==> src/rtl/uart_pkt_xcvr_if.sv <==
// User-side bundle of the UART packet transceiver: TX request/data, RX data and status pulses.
// The serial pins and clock/reset stay plain ports on the transceiver.
interface uart_pkt_xcvr_if #(
    parameter int NBYTES = 3
);
    localparam int W = 8 * NBYTES;

    logic         uart_tx_req;
    logic [W-1:0] idats;
    logic         uart_txs_done;
    logic         tx_busy;
    logic         uart_rxs_done;
    logic [W-1:0] odats;
    logic         rx_err;

    modport master (
        output uart_tx_req, idats,
        input  uart_txs_done, tx_busy, uart_rxs_done, odats, rx_err
    );

    modport slave (
        input  uart_tx_req, idats,
        output uart_txs_done, tx_busy, uart_rxs_done, odats, rx_err
    );
endinterface

==> src/rtl/uart_pkt_xcvr.sv <==
// Full-duplex UART packet transceiver: NBYTES frames per packet, MSB byte first, LSB bit first.
// Define UART_PARITY_EN to insert/check a parity bit (PARITY_ODD selects odd sense) after d7.
module uart_pkt_xcvr #(
    parameter int NBYTES     = 3,
    parameter int BAUD_DIV   = 434,
    parameter int RX_TIMEOUT = 4,
    parameter int PARITY_ODD = 0
) (
    input  logic             sys_clk,
    input  logic             rst_n,
    uart_pkt_xcvr_if.slave   bus,
    output logic             uarttx,
    input  logic             uartrx
);
    localparam int W       = 8 * NBYTES;
    localparam int CNT_W   = $clog2(BAUD_DIV);
    localparam int IDX_W   = $clog2(NBYTES + 1);
    localparam int TMO_LIM = RX_TIMEOUT * BAUD_DIV;
    localparam int TMO_W   = $clog2(TMO_LIM + 1);

    localparam logic [CNT_W-1:0] BIT_LAST  = CNT_W'(BAUD_DIV - 1);
    localparam logic [CNT_W-1:0] HALF_LAST = CNT_W'(BAUD_DIV / 2 - 1);
    localparam logic [IDX_W-1:0] BYTE_LAST = IDX_W'(NBYTES - 1);
    localparam logic [TMO_W-1:0] TMO_HIT   = TMO_W'(TMO_LIM);

    if (NBYTES < 1 || NBYTES > 16 || BAUD_DIV < 4 || PARITY_ODD < 0 || PARITY_ODD > 1) begin : g_bad_params
        $error("uart_pkt_xcvr: parameter out of range");
    end

`ifdef UART_PARITY_EN
    function automatic logic parity_bit(input logic [7:0] b);
        return (^b) ^ (PARITY_ODD != 0);
    endfunction
`endif

    typedef enum logic [2:0] {
        TX_IDLE,
        TX_START,
        TX_DATA,
`ifdef UART_PARITY_EN
        TX_PAR,
`endif
        TX_STOP
    } tx_state_t;

    typedef enum logic [2:0] {
        RX_IDLE,
        RX_START,
        RX_DATA,
`ifdef UART_PARITY_EN
        RX_PAR,
`endif
        RX_STOP
    } rx_state_t;

    tx_state_t        tx_state, tx_state_n;
    logic [CNT_W-1:0] tx_cnt;
    logic [2:0]       tx_bit;
    logic [IDX_W-1:0] tx_byte;
    logic [W-1:0]     tx_pkt;
    logic [7:0]       tx_cur;
    logic             tx_bit_end;
    logic             tx_done;

    assign tx_cur     = tx_pkt[W-1 -: 8];
    assign tx_bit_end = (tx_cnt == BIT_LAST);

    always_ff @(posedge sys_clk) begin
        if (!rst_n) tx_state <= TX_IDLE;
        else        tx_state <= tx_state_n;
    end

    always_comb begin
        tx_state_n = tx_state;
        uarttx     = 1'b1;
        tx_done    = 1'b0;
        case (tx_state)
            TX_IDLE:  if (bus.uart_tx_req) tx_state_n = TX_START;
            TX_START: begin
                uarttx = 1'b0;
                if (tx_bit_end) tx_state_n = TX_DATA;
            end
            TX_DATA: begin
                uarttx = tx_cur[tx_bit];
                if (tx_bit_end && tx_bit == 3'd7) begin
`ifdef UART_PARITY_EN
                    tx_state_n = TX_PAR;
`else
                    tx_state_n = TX_STOP;
`endif
                end
            end
`ifdef UART_PARITY_EN
            TX_PAR: begin
                uarttx = parity_bit(tx_cur);
                if (tx_bit_end) tx_state_n = TX_STOP;
            end
`endif
            TX_STOP: begin
                if (tx_bit_end) begin
                    if (tx_byte == BYTE_LAST) begin
                        tx_done    = 1'b1;
                        tx_state_n = TX_IDLE;
                    end else begin
                        tx_state_n = TX_START;
                    end
                end
            end
            default: tx_state_n = TX_IDLE;
        endcase
    end

    always_ff @(posedge sys_clk) begin
        if (!rst_n || tx_state == TX_IDLE) begin
            tx_cnt  <= '0;
            tx_bit  <= '0;
            tx_byte <= '0;
        end else begin
            tx_cnt <= tx_bit_end ? '0 : tx_cnt + 1'b1;
            if (tx_state == TX_DATA && tx_bit_end) tx_bit <= tx_bit + 1'b1;
            if (tx_state == TX_STOP && tx_bit_end) tx_byte <= tx_byte + 1'b1;
        end
    end

    // Packet shifts left a byte per frame so the byte on air is always the top one.
    always_ff @(posedge sys_clk) begin
        if (tx_state == TX_IDLE && bus.uart_tx_req) tx_pkt <= bus.idats;
        else if (tx_state == TX_STOP && tx_bit_end) tx_pkt <= tx_pkt << 8;
    end

    assign bus.uart_txs_done = tx_done;
    assign bus.tx_busy       = (tx_state != TX_IDLE) && !tx_done;

    // ---- RX: 2-flop synchroniser plus one delay flop for falling-edge detection
    logic rx_sync_p0, rx_sync_p1, rx_sync_p2;

    always_ff @(posedge sys_clk) begin
        if (!rst_n) begin
            rx_sync_p0 <= 1'b1;
            rx_sync_p1 <= 1'b1;
            rx_sync_p2 <= 1'b1;
        end else begin
            rx_sync_p0 <= uartrx;
            rx_sync_p1 <= rx_sync_p0;
            rx_sync_p2 <= rx_sync_p1;
        end
    end

    rx_state_t        rx_state, rx_state_n;
    logic [CNT_W-1:0] rx_cnt;
    logic [2:0]       rx_bit;
    logic [7:0]       rx_byte;
    logic [IDX_W-1:0] rx_idx;
    logic [TMO_W-1:0] rx_tmo_cnt;
    logic [W-1:0]     rx_asm, rx_asm_n, rx_odats;
    logic             rx_bitv, rx_fall, rx_bit_end, rx_tmo;
    logic             rx_byte_ok, rx_bad, rx_done, rx_err;

    assign rx_bitv    = rx_sync_p1;
    assign rx_fall    = rx_sync_p2 & ~rx_sync_p1;
    assign rx_bit_end = (rx_cnt == BIT_LAST);
    assign rx_tmo     = (rx_state == RX_IDLE) && (rx_idx != '0) && (rx_tmo_cnt == TMO_HIT);
    assign rx_asm_n   = (rx_asm << 8) | W'(rx_byte);

    always_ff @(posedge sys_clk) begin
        if (!rst_n) rx_state <= RX_IDLE;
        else        rx_state <= rx_state_n;
    end

    always_comb begin
        rx_state_n = rx_state;
        rx_byte_ok = 1'b0;
        rx_bad     = 1'b0;
        case (rx_state)
            RX_IDLE:  if (rx_fall) rx_state_n = RX_START;
            RX_START: if (rx_cnt == HALF_LAST) rx_state_n = rx_bitv ? RX_IDLE : RX_DATA;
            RX_DATA: begin
                if (rx_bit_end && rx_bit == 3'd7) begin
`ifdef UART_PARITY_EN
                    rx_state_n = RX_PAR;
`else
                    rx_state_n = RX_STOP;
`endif
                end
            end
`ifdef UART_PARITY_EN
            RX_PAR: begin
                if (rx_bit_end) begin
                    if (rx_bitv != parity_bit(rx_byte)) begin
                        rx_bad     = 1'b1;
                        rx_state_n = RX_IDLE;
                    end else begin
                        rx_state_n = RX_STOP;
                    end
                end
            end
`endif
            RX_STOP: begin
                if (rx_bit_end) begin
                    rx_state_n = RX_IDLE;
                    rx_byte_ok = rx_bitv;
                    rx_bad     = ~rx_bitv;
                end
            end
            default: rx_state_n = RX_IDLE;
        endcase
    end

    always_ff @(posedge sys_clk) begin
        if (!rst_n) begin
            rx_cnt <= '0;
            rx_bit <= '0;
        end else begin
            if (rx_state == RX_IDLE || rx_state_n != rx_state || rx_bit_end) rx_cnt <= '0;
            else rx_cnt <= rx_cnt + 1'b1;
            if (rx_state != RX_DATA) rx_bit <= '0;
            else if (rx_bit_end)     rx_bit <= rx_bit + 1'b1;
        end
    end

    always_ff @(posedge sys_clk) begin
        if (rx_state == RX_DATA && rx_bit_end) rx_byte <= {rx_bitv, rx_byte[7:1]};
        if (rx_byte_ok) rx_asm <= rx_asm_n;
    end

    // Stale assembly bytes are harmless: exactly NBYTES fresh bytes are shifted in before a copy.
    always_ff @(posedge sys_clk) begin
        if (!rst_n) begin
            rx_idx     <= '0;
            rx_tmo_cnt <= '0;
            rx_done    <= 1'b0;
            rx_err     <= 1'b0;
            rx_odats   <= '0;
        end else begin
            rx_done    <= 1'b0;
            rx_err     <= rx_bad | rx_tmo;
            rx_tmo_cnt <= (rx_state == RX_IDLE && rx_idx != '0 && !rx_tmo) ? rx_tmo_cnt + 1'b1 : '0;
            if (rx_bad || rx_tmo) begin
                rx_idx <= '0;
            end else if (rx_byte_ok) begin
                if (rx_idx == BYTE_LAST) begin
                    rx_idx   <= '0;
                    rx_odats <= rx_asm_n;
                    rx_done  <= 1'b1;
                end else begin
                    rx_idx <= rx_idx + 1'b1;
                end
            end
        end
    end

    assign bus.uart_rxs_done = rx_done;
    assign bus.odats         = rx_odats;
    assign bus.rx_err        = rx_err;
endmodule
==> src/flat_wrapper.sv <==
// flat-port wrapper written by rule: the top's interface ports become plain ports
module uart_pkt_xcvr_flat 
#(
    parameter int NBYTES     = 3,
    parameter int BAUD_DIV   = 434,
    parameter int RX_TIMEOUT = 4,
    parameter int PARITY_ODD = 0
)
  (sys_clk, rst_n, uarttx, uartrx, bus_uart_tx_req, bus_idats, bus_uart_txs_done, bus_tx_busy, bus_uart_rxs_done, bus_odats, bus_rx_err);
  uart_pkt_xcvr_if #(.NBYTES(NBYTES)) bus_i ();
  input  logic sys_clk;
  input  logic rst_n;
  output logic uarttx;
  input  logic uartrx;
  input wire logic [$bits(bus_i.uart_tx_req)-1:0] bus_uart_tx_req;
  input wire logic [$bits(bus_i.idats)-1:0] bus_idats;
  output wire logic [$bits(bus_i.uart_txs_done)-1:0] bus_uart_txs_done;
  output wire logic [$bits(bus_i.tx_busy)-1:0] bus_tx_busy;
  output wire logic [$bits(bus_i.uart_rxs_done)-1:0] bus_uart_rxs_done;
  output wire logic [$bits(bus_i.odats)-1:0] bus_odats;
  output wire logic [$bits(bus_i.rx_err)-1:0] bus_rx_err;
  assign bus_i.uart_tx_req = bus_uart_tx_req;
  assign bus_i.idats = bus_idats;
  assign bus_uart_txs_done = bus_i.uart_txs_done;
  assign bus_tx_busy = bus_i.tx_busy;
  assign bus_uart_rxs_done = bus_i.uart_rxs_done;
  assign bus_odats = bus_i.odats;
  assign bus_rx_err = bus_i.rx_err;
  uart_pkt_xcvr #(.NBYTES(NBYTES), .BAUD_DIV(BAUD_DIV), .RX_TIMEOUT(RX_TIMEOUT), .PARITY_ODD(PARITY_ODD)) u_core (.sys_clk(sys_clk), .rst_n(rst_n), .bus(bus_i), .uarttx(uarttx), .uartrx(uartrx));
endmodule
==> config.mk <==
export PLATFORM = sky130hd
export DESIGN_NAME = uart_pkt_xcvr_flat
export DESIGN_NICKNAME = d
export VERILOG_FILES = /design/src/rtl/uart_pkt_xcvr_if.sv /design/src/rtl/uart_pkt_xcvr.sv /design/src/flat_wrapper.sv
export SDC_FILE = /design/constraint.sdc
export NUM_CORES = 1
export LEC_CHECK = 0
export ABC_AREA = 1
export CAP_MARGIN = 20
export CELL_PAD_IN_SITES_DETAIL_PLACEMENT = 2
export CELL_PAD_IN_SITES_GLOBAL_PLACEMENT = 2
export CORE_UTILIZATION = 30
export CTS_CLUSTER_SIZE = 16
export DETAILED_ROUTE_END_ITERATION = 10
export PLACE_DENSITY_LB_ADDON = 0.08
export SYNTH_ARGS = -nofsm -noshare
export SYNTH_HDL_FRONTEND = slang
export SYNTH_SLANG_ARGS = --single-unit
==> constraint.sdc <==
create_clock -name sys_clk -period 2 [get_ports sys_clk]
set_input_delay 0.2 -clock sys_clk [delete_from_list [all_inputs] [get_ports sys_clk]]
set_output_delay 0.2 -clock sys_clk [all_outputs]
set_load 0.02 [all_outputs]
# After elaboration in Yosys (flattened, before gate mapping)
# Cells that the tools add are included.
# W data, S select, Z words.
word_totals:
  regBits: 122
  input_bits: 28
  word_cells: 109
classes:
  addsub: 7
  n_lt_le_gt_ge: 1
  eq_ne: 20
  muxes: 26
  bitwise: 7
  reduce_logical: 30
op_table:
  columns: ["op", "n"]
  rows:
  - ["$mux W24", 2]
  - ["$mux W3", 8]
  - ["$or A24 B8 Y24", 1]
  - ["$pmux W3 S4", 2]
  - ["$add A9 B1 Y9 const B", 2]
  - ["$eq A9 B9 Y1 const B", 2]
  - ["$eq A3 B2 Y1 const B", 4]
  - ["$add A11 B1 Y11 const B", 1]
  - ["$eq A11 B11 Y1 const B", 1]
  - ["$logic_and A1 B1 Y1", 10]
  - ["$mux W1", 10]
  - ["$eq A9 B8 Y1 const B", 1]
  - ["$reduce_or A2 Y1", 4]
  - ["$add A3 B1 Y3 const B", 2]
  - ["$eq A3 B1 Y1 const B", 2]
  - ["$eq A3 B3 Y1 const B", 2]
  - ["$logic_not A3 Y1", 2]
  - ["$ne A2 B1 Y1 const B", 3]
  - ["$add A2 B1 Y2 const B", 2]
  - ["$eq A2 B2 Y1 const B", 2]
  - ["$logic_or A1 B1 Y1", 4]
  - ["$lt A3 B4 Y1 const B", 1]
  - ["$mux W2", 2]
  - ["$not A1 Y1", 4]
  - ["other kinds (14)", 17]

# Longest topological paths before layout
depth:
  word_depth: 8
  depth_mapped: 11

# Worst setup path after synthesis
# No wires, ideal clock.
synth_timing:
  path_type: "register -> register"
  from: "register u_core.tx_state[0]"
  to: "register u_core.tx_pkt[0], enable pin"
  t_arrival_ns: 1.604
  required_time_ns: 1.575
  path_slack_ns: -0.029
  stages_incl_launch_ff: 6
  path_buffers: 1
  synth_period_minus_slack_ns: 2.029
  path_cell_list: "dfxtp_1 > inv_1 > ha_1 > nand2_1 > clkbuf_1 > nand2_1"
synth_between:
  elab_chain_cells: 3
synth_rtl:
  columns: ["item", "line_no", "source"]
  rows:
  - ["start: declaration", "uart_pkt_xcvr.sv:56", "tx_state_t tx_state, tx_state_n;"]
  - ["start signal: assignment", "uart_pkt_xcvr.sv:70", "else tx_state <= tx_state_n;"]
  - ["$eq A3 B2 Y1 / $logic_not A3 Y1 (equally long branches)", "uart_pkt_xcvr.sv:128, uart_pkt_xcvr.sv:127", null]
  - ["$logic_and A1 B1 Y1, on equally long branches", "uart_pkt_xcvr.sv:128, uart_pkt_xcvr.sv:127", null]
  - ["$reduce_bool A2 Y1 (no line) *", null, null]
  - ["end signal: assignment", "uart_pkt_xcvr.sv:127", "if (tx_state == TX_IDLE && bus.uart_tx_req) tx_pkt <= bus.idats;"]
  - ["end signal: assignment", "uart_pkt_xcvr.sv:128", "else if (tx_state == TX_STOP && tx_bit_end) tx_pkt <= tx_pkt << 8;"]
  - ["end: declaration", "uart_pkt_xcvr.sv:60", "logic [W-1:0] tx_pkt;"]
# Every way passes the cells marked *; elsewhere a longest branch is shown, timed or not.
# A chain may end at the register's enable or synchronous reset.

# Worst setup path in the final report
layout_timing:
  from: "register u_core.tx_state[0]"
  to: "output port uarttx"
layout_between:
  elab_chain_cells: 2
layout_rtl:
  columns: ["item", "line_no", "source"]
  rows:
  - ["$eq A3 B2 Y1 / $eq A3 B1 Y1 (equally long branches)", "uart_pkt_xcvr.sv:77", "case (tx_state)"]
  - ["$pmux W1 S2 *", "uart_pkt_xcvr.sv:77", null]
  - ["end: declaration", "flat_wrapper.sv:13", "output logic uarttx;"]
# Marks and branches as above.

==> flow_metrics.env <==
export IMPL_ys_seq_elements=121
export IMPL_avgViaCountPerCell=4.48
export IMPL_grt_antenna_before_repair=0
export IMPL_port_buffers=56
export IMPL_cp_arrival_ns=1.64
export IMPL_grt_pass1_vias=4308
export IMPL_crit_type="flop to primary output"
export IMPL_timing_final_crit_share_pct=92.1
export IMPL_dieWidth_um=132
export IMPL_synth_xor_xnor_area_share_pct=2.41
export IMPL_cts_htree_levels=4
export IMPL_grt_ovfl_total=0
export IMPL_cp_slowest_cell="dfxtp_1"
export IMPL_stdcell_count=870
export IMPL_path_delay_family="flip-flops"
export IMPL_grt_pass1_wl_mm=20.4
export IMPL_core_area_mm2=0.0166
export IMPL_row_count=47
export IMPL_initial_utilization_pct=30.7
export IMPL_ys_warn_count=0
export IMPL_areaGrowthSynthToFinish_pct=29.2
export IMPL_ir_worst_vdd_mv=0.575
export IMPL_dp_cells=836
export IMPL_rsz0062_at_grt="no"
export IMPL_skew_ns=0.00822
export IMPL_synthMuxAreaShare_pct=3.74
export IMPL_hold_path_class="flop to flop"
export IMPL_drv_cap=0
export IMPL_required_ns=1.80
export IMPL_synth_cell_types=30
export IMPL_crit_path_max_incr_delay_ns=0.35
export IMPL_io_pins=57
export IMPL_crit_start="u_core.tx_state[0]"
export IMPL_die_h_um=132
export IMPL_crit_chain="inv_1 -> ha_1 -> o21ai_0 -> clkbuf_2"
export IMPL_synth_area_per_cell_um2=9.07
export IMPL_synthAdderAreaFrac_pct=3.93
export IMPL_drc=0
export IMPL_dr_pass1_iters=4
export IMPL_synth_top_area_cell="dfxtp_1"
export IMPL_max_freq_ghz=0.543
export IMPL_dr_first_iter_drc_count=89
export IMPL_cts_buffer_depth=2
export IMPL_hold_violations=0
export IMPL_gp_congestion=0.722
export IMPL_path_clk_slew_ns=0.05
export IMPL_die_area_mm2=0.0175
export IMPL_synthTopCellsByArea="dfxtp_1 29%, edfxtp_1 28%, nor2_1 8.0%"
export IMPL_clk_latency_ns=0.41
export IMPL_synth_fp_nets=605
export IMPL_wire_per_inst_um=14.0
export IMPL_synth_top_family_by_area="simple AND/OR/NAND/NOR gates"
export IMPL_crit_path_end_kind="primary output"
export IMPL_leakagePower_nw=2.61
export IMPL_startpoint_type="flop"
export IMPL_synth_area_mm2=0.00509
export IMPL_setup_viol=0
export IMPL_track_usage_pct=14.9
export IMPL_crit_path_max_fanout=8
export IMPL_finalInstanceArea_mm2=0.00657
export IMPL_dp_hpwl_mm=8.81
export IMPL_reg2reg_from="u_core.rx_cnt[0]"
export IMPL_tns_ns=0
export IMPL_synth_compound_area_share_pct=3.71
export IMPL_vias=3898
export IMPL_clockRootBuffer="clkbuf_16"
export IMPL_whs_ns=0.423
export IMPL_nNetsFinal=681
export IMPL_final_max_slew_viol_count=0
export IMPL_placed_cell_area_mm2=0.00598
export IMPL_power_density_mw_per_mm2=1050
export IMPL_layout_drive_gt1_share_pct=12.5
export IMPL_routed_wl_mm=12.2
export IMPL_final_util_pct=39.6
export IMPL_setup_ws_ns=0.159
export IMPL_power_mw=6.89
export IMPL_clkSinkCount=121
export IMPL_status="complete, no violations"
export IMPL_syn_inst=561
export IMPL_dp_slack_ns=0.0162
export IMPL_cts_hold_buffers=0
export IMPL_grt_max_degree=50
export IMPL_yosys_area_share_simple_pct=22.1
export IMPL_antenna_cells=0
export IMPL_cts_buffers=17
export IMPL_cts_tree="yes"
export IMPL_ant_nets=0
export IMPL_ys_seq_area_share_pct=57.0
export IMPL_fin_crit_ns=1.84
export IMPL_worstHoldStart="u_core.rx_sync_p0"
export IMPL_synth_top_area_share_pct=28.7
export IMPL_crit_buf_inv=2
-- per-layer routing --
layer | track usage [%] | vias up | part of all wire (%)
li1 | - | 1925 | -
met1 | 15.5 | 1916 | 42
met2 | 28.3 | 40 | 54
met3 | 3.19 | 17 | 2.3
met4 | 7.09 | 0 | 1.8
met5 | 0 | - | 0
-- cells in the mapped netlist --
| library cell | instances |
|---|---|
| a211oi_1 | 1 |
| a21oi_1 | 17 |
| a31oi_1 | 1 |
| and2_1 | 1 |
| buf_2 | 2 |
| buf_6 | 2 |
| clkbuf_1 | 8 |
| conb_1 | 1 |
| dfxtp_1 | 73 |
| edfxtp_1 | 48 |
| ha_1 | 16 |
| inv_1 | 78 |
| mux2_2 | 16 |
| mux2i_1 | 1 |
| nand2_1 | 101 |
| nand2_2 | 2 |
| nand3_1 | 20 |
| nand3_4 | 1 |
| nand4_1 | 5 |
| nor2_1 | 109 |
| nor2_2 | 11 |
| nor3_1 | 9 |
| nor3_4 | 1 |
| nor3b_1 | 1 |
| o211ai_1 | 1 |
| o21ai_0 | 15 |
| o31ai_1 | 1 |
| or2_2 | 5 |
| xnor2_1 | 4 |
| xor2_1 | 10 |
-- area by class of cell --
cell class	count	area (µm²)
clock buffer	23	458
fill	1865	10000
multi-input combinational	350	1840
clock inverter	9	126
inverter	78	293
tap	220	275
timing repair buffer	69	681
sequential	121	2900
-- layout by cell type, fill, tap and decap left out, drive strengths merged --
cell           netlist  layout
a211oi               1       1
a21oi               17      17
a31oi                1       1
and2                 1       1
buf                  4      15
bufinv               0       3
clkbuf               8      24
clkdlybuf4s50        0      53
clkinv               0       4
clkinvlp             0       2
conb                 1       1
dfxtp               73      73
edfxtp              48      48
ha                  16      16
inv                 78      78
mux2                16      16
mux2i                1       1
nand2              103     103
nand3               21      21
nand4                5       5
nor2               120     120
nor3                10      10
nor3b                1       1
o211ai               1       1
o21ai               15      15
o31ai                1       1
or2                  5       5
xnor2                4       4
xor2                10      10
-- logic make-up after synthesis --
group                      Yosys count
and+or+nand+nor                    266
DFF                                121
buffers and inverters               90
AOI/OAI and AO/OA                   36
muxes                               17
adders and majority gates           16
xor gates and xnor gates            14
other                                1
-- sequential cells by signal, indices dropped and copies added (netlist names), 2 cells and up --
| name | count |
|---|---|
| u_core.rx_asm | 16 |
| u_core.rx_state | 3 |
| u_core.bus.odats | 24 |
| u_core.tx_byte | 2 |
| u_core.rx_idx | 2 |
| u_core.rx_tmo_cnt | 11 |
| u_core.tx_bit | 3 |
| u_core.rx_byte | 8 |
| u_core.tx_cnt | 9 |
| u_core.tx_pkt | 24 |
| u_core.tx_state | 2 |
| u_core.rx_cnt | 9 |
| u_core.rx_bit | 3 |
-- final timing paths --
kind                                to  slack [ns]  depth (start not counted)
hold reg to reg         u_core.rx_bitv        0.42                          1
setup / recovery                uarttx        0.16                          4
setup reg to reg  u_core.bus.odats[21]        0.25                         10
hold / removal          u_core.rx_bitv        0.42                          1
-- repair_timing --
action | in CTS | in global routing
gates cloned | 0 | 0
resized for setup | 13 | 3
setup endpoints to repair | 3 | 3
setup buffers | 1 | 1
-- power breakdown --
group | internal, mW | leakage [nW] | switching, mW
Sequential | 2.82 | 1.04 | 0.0657
Clock | 1.98 | 0.276 | 1.07
Combinational | 0.421 | 1.30 | 0.538
Total | 5.22 | 2.61 | 1.67
(Power assumes the default switching activity.)
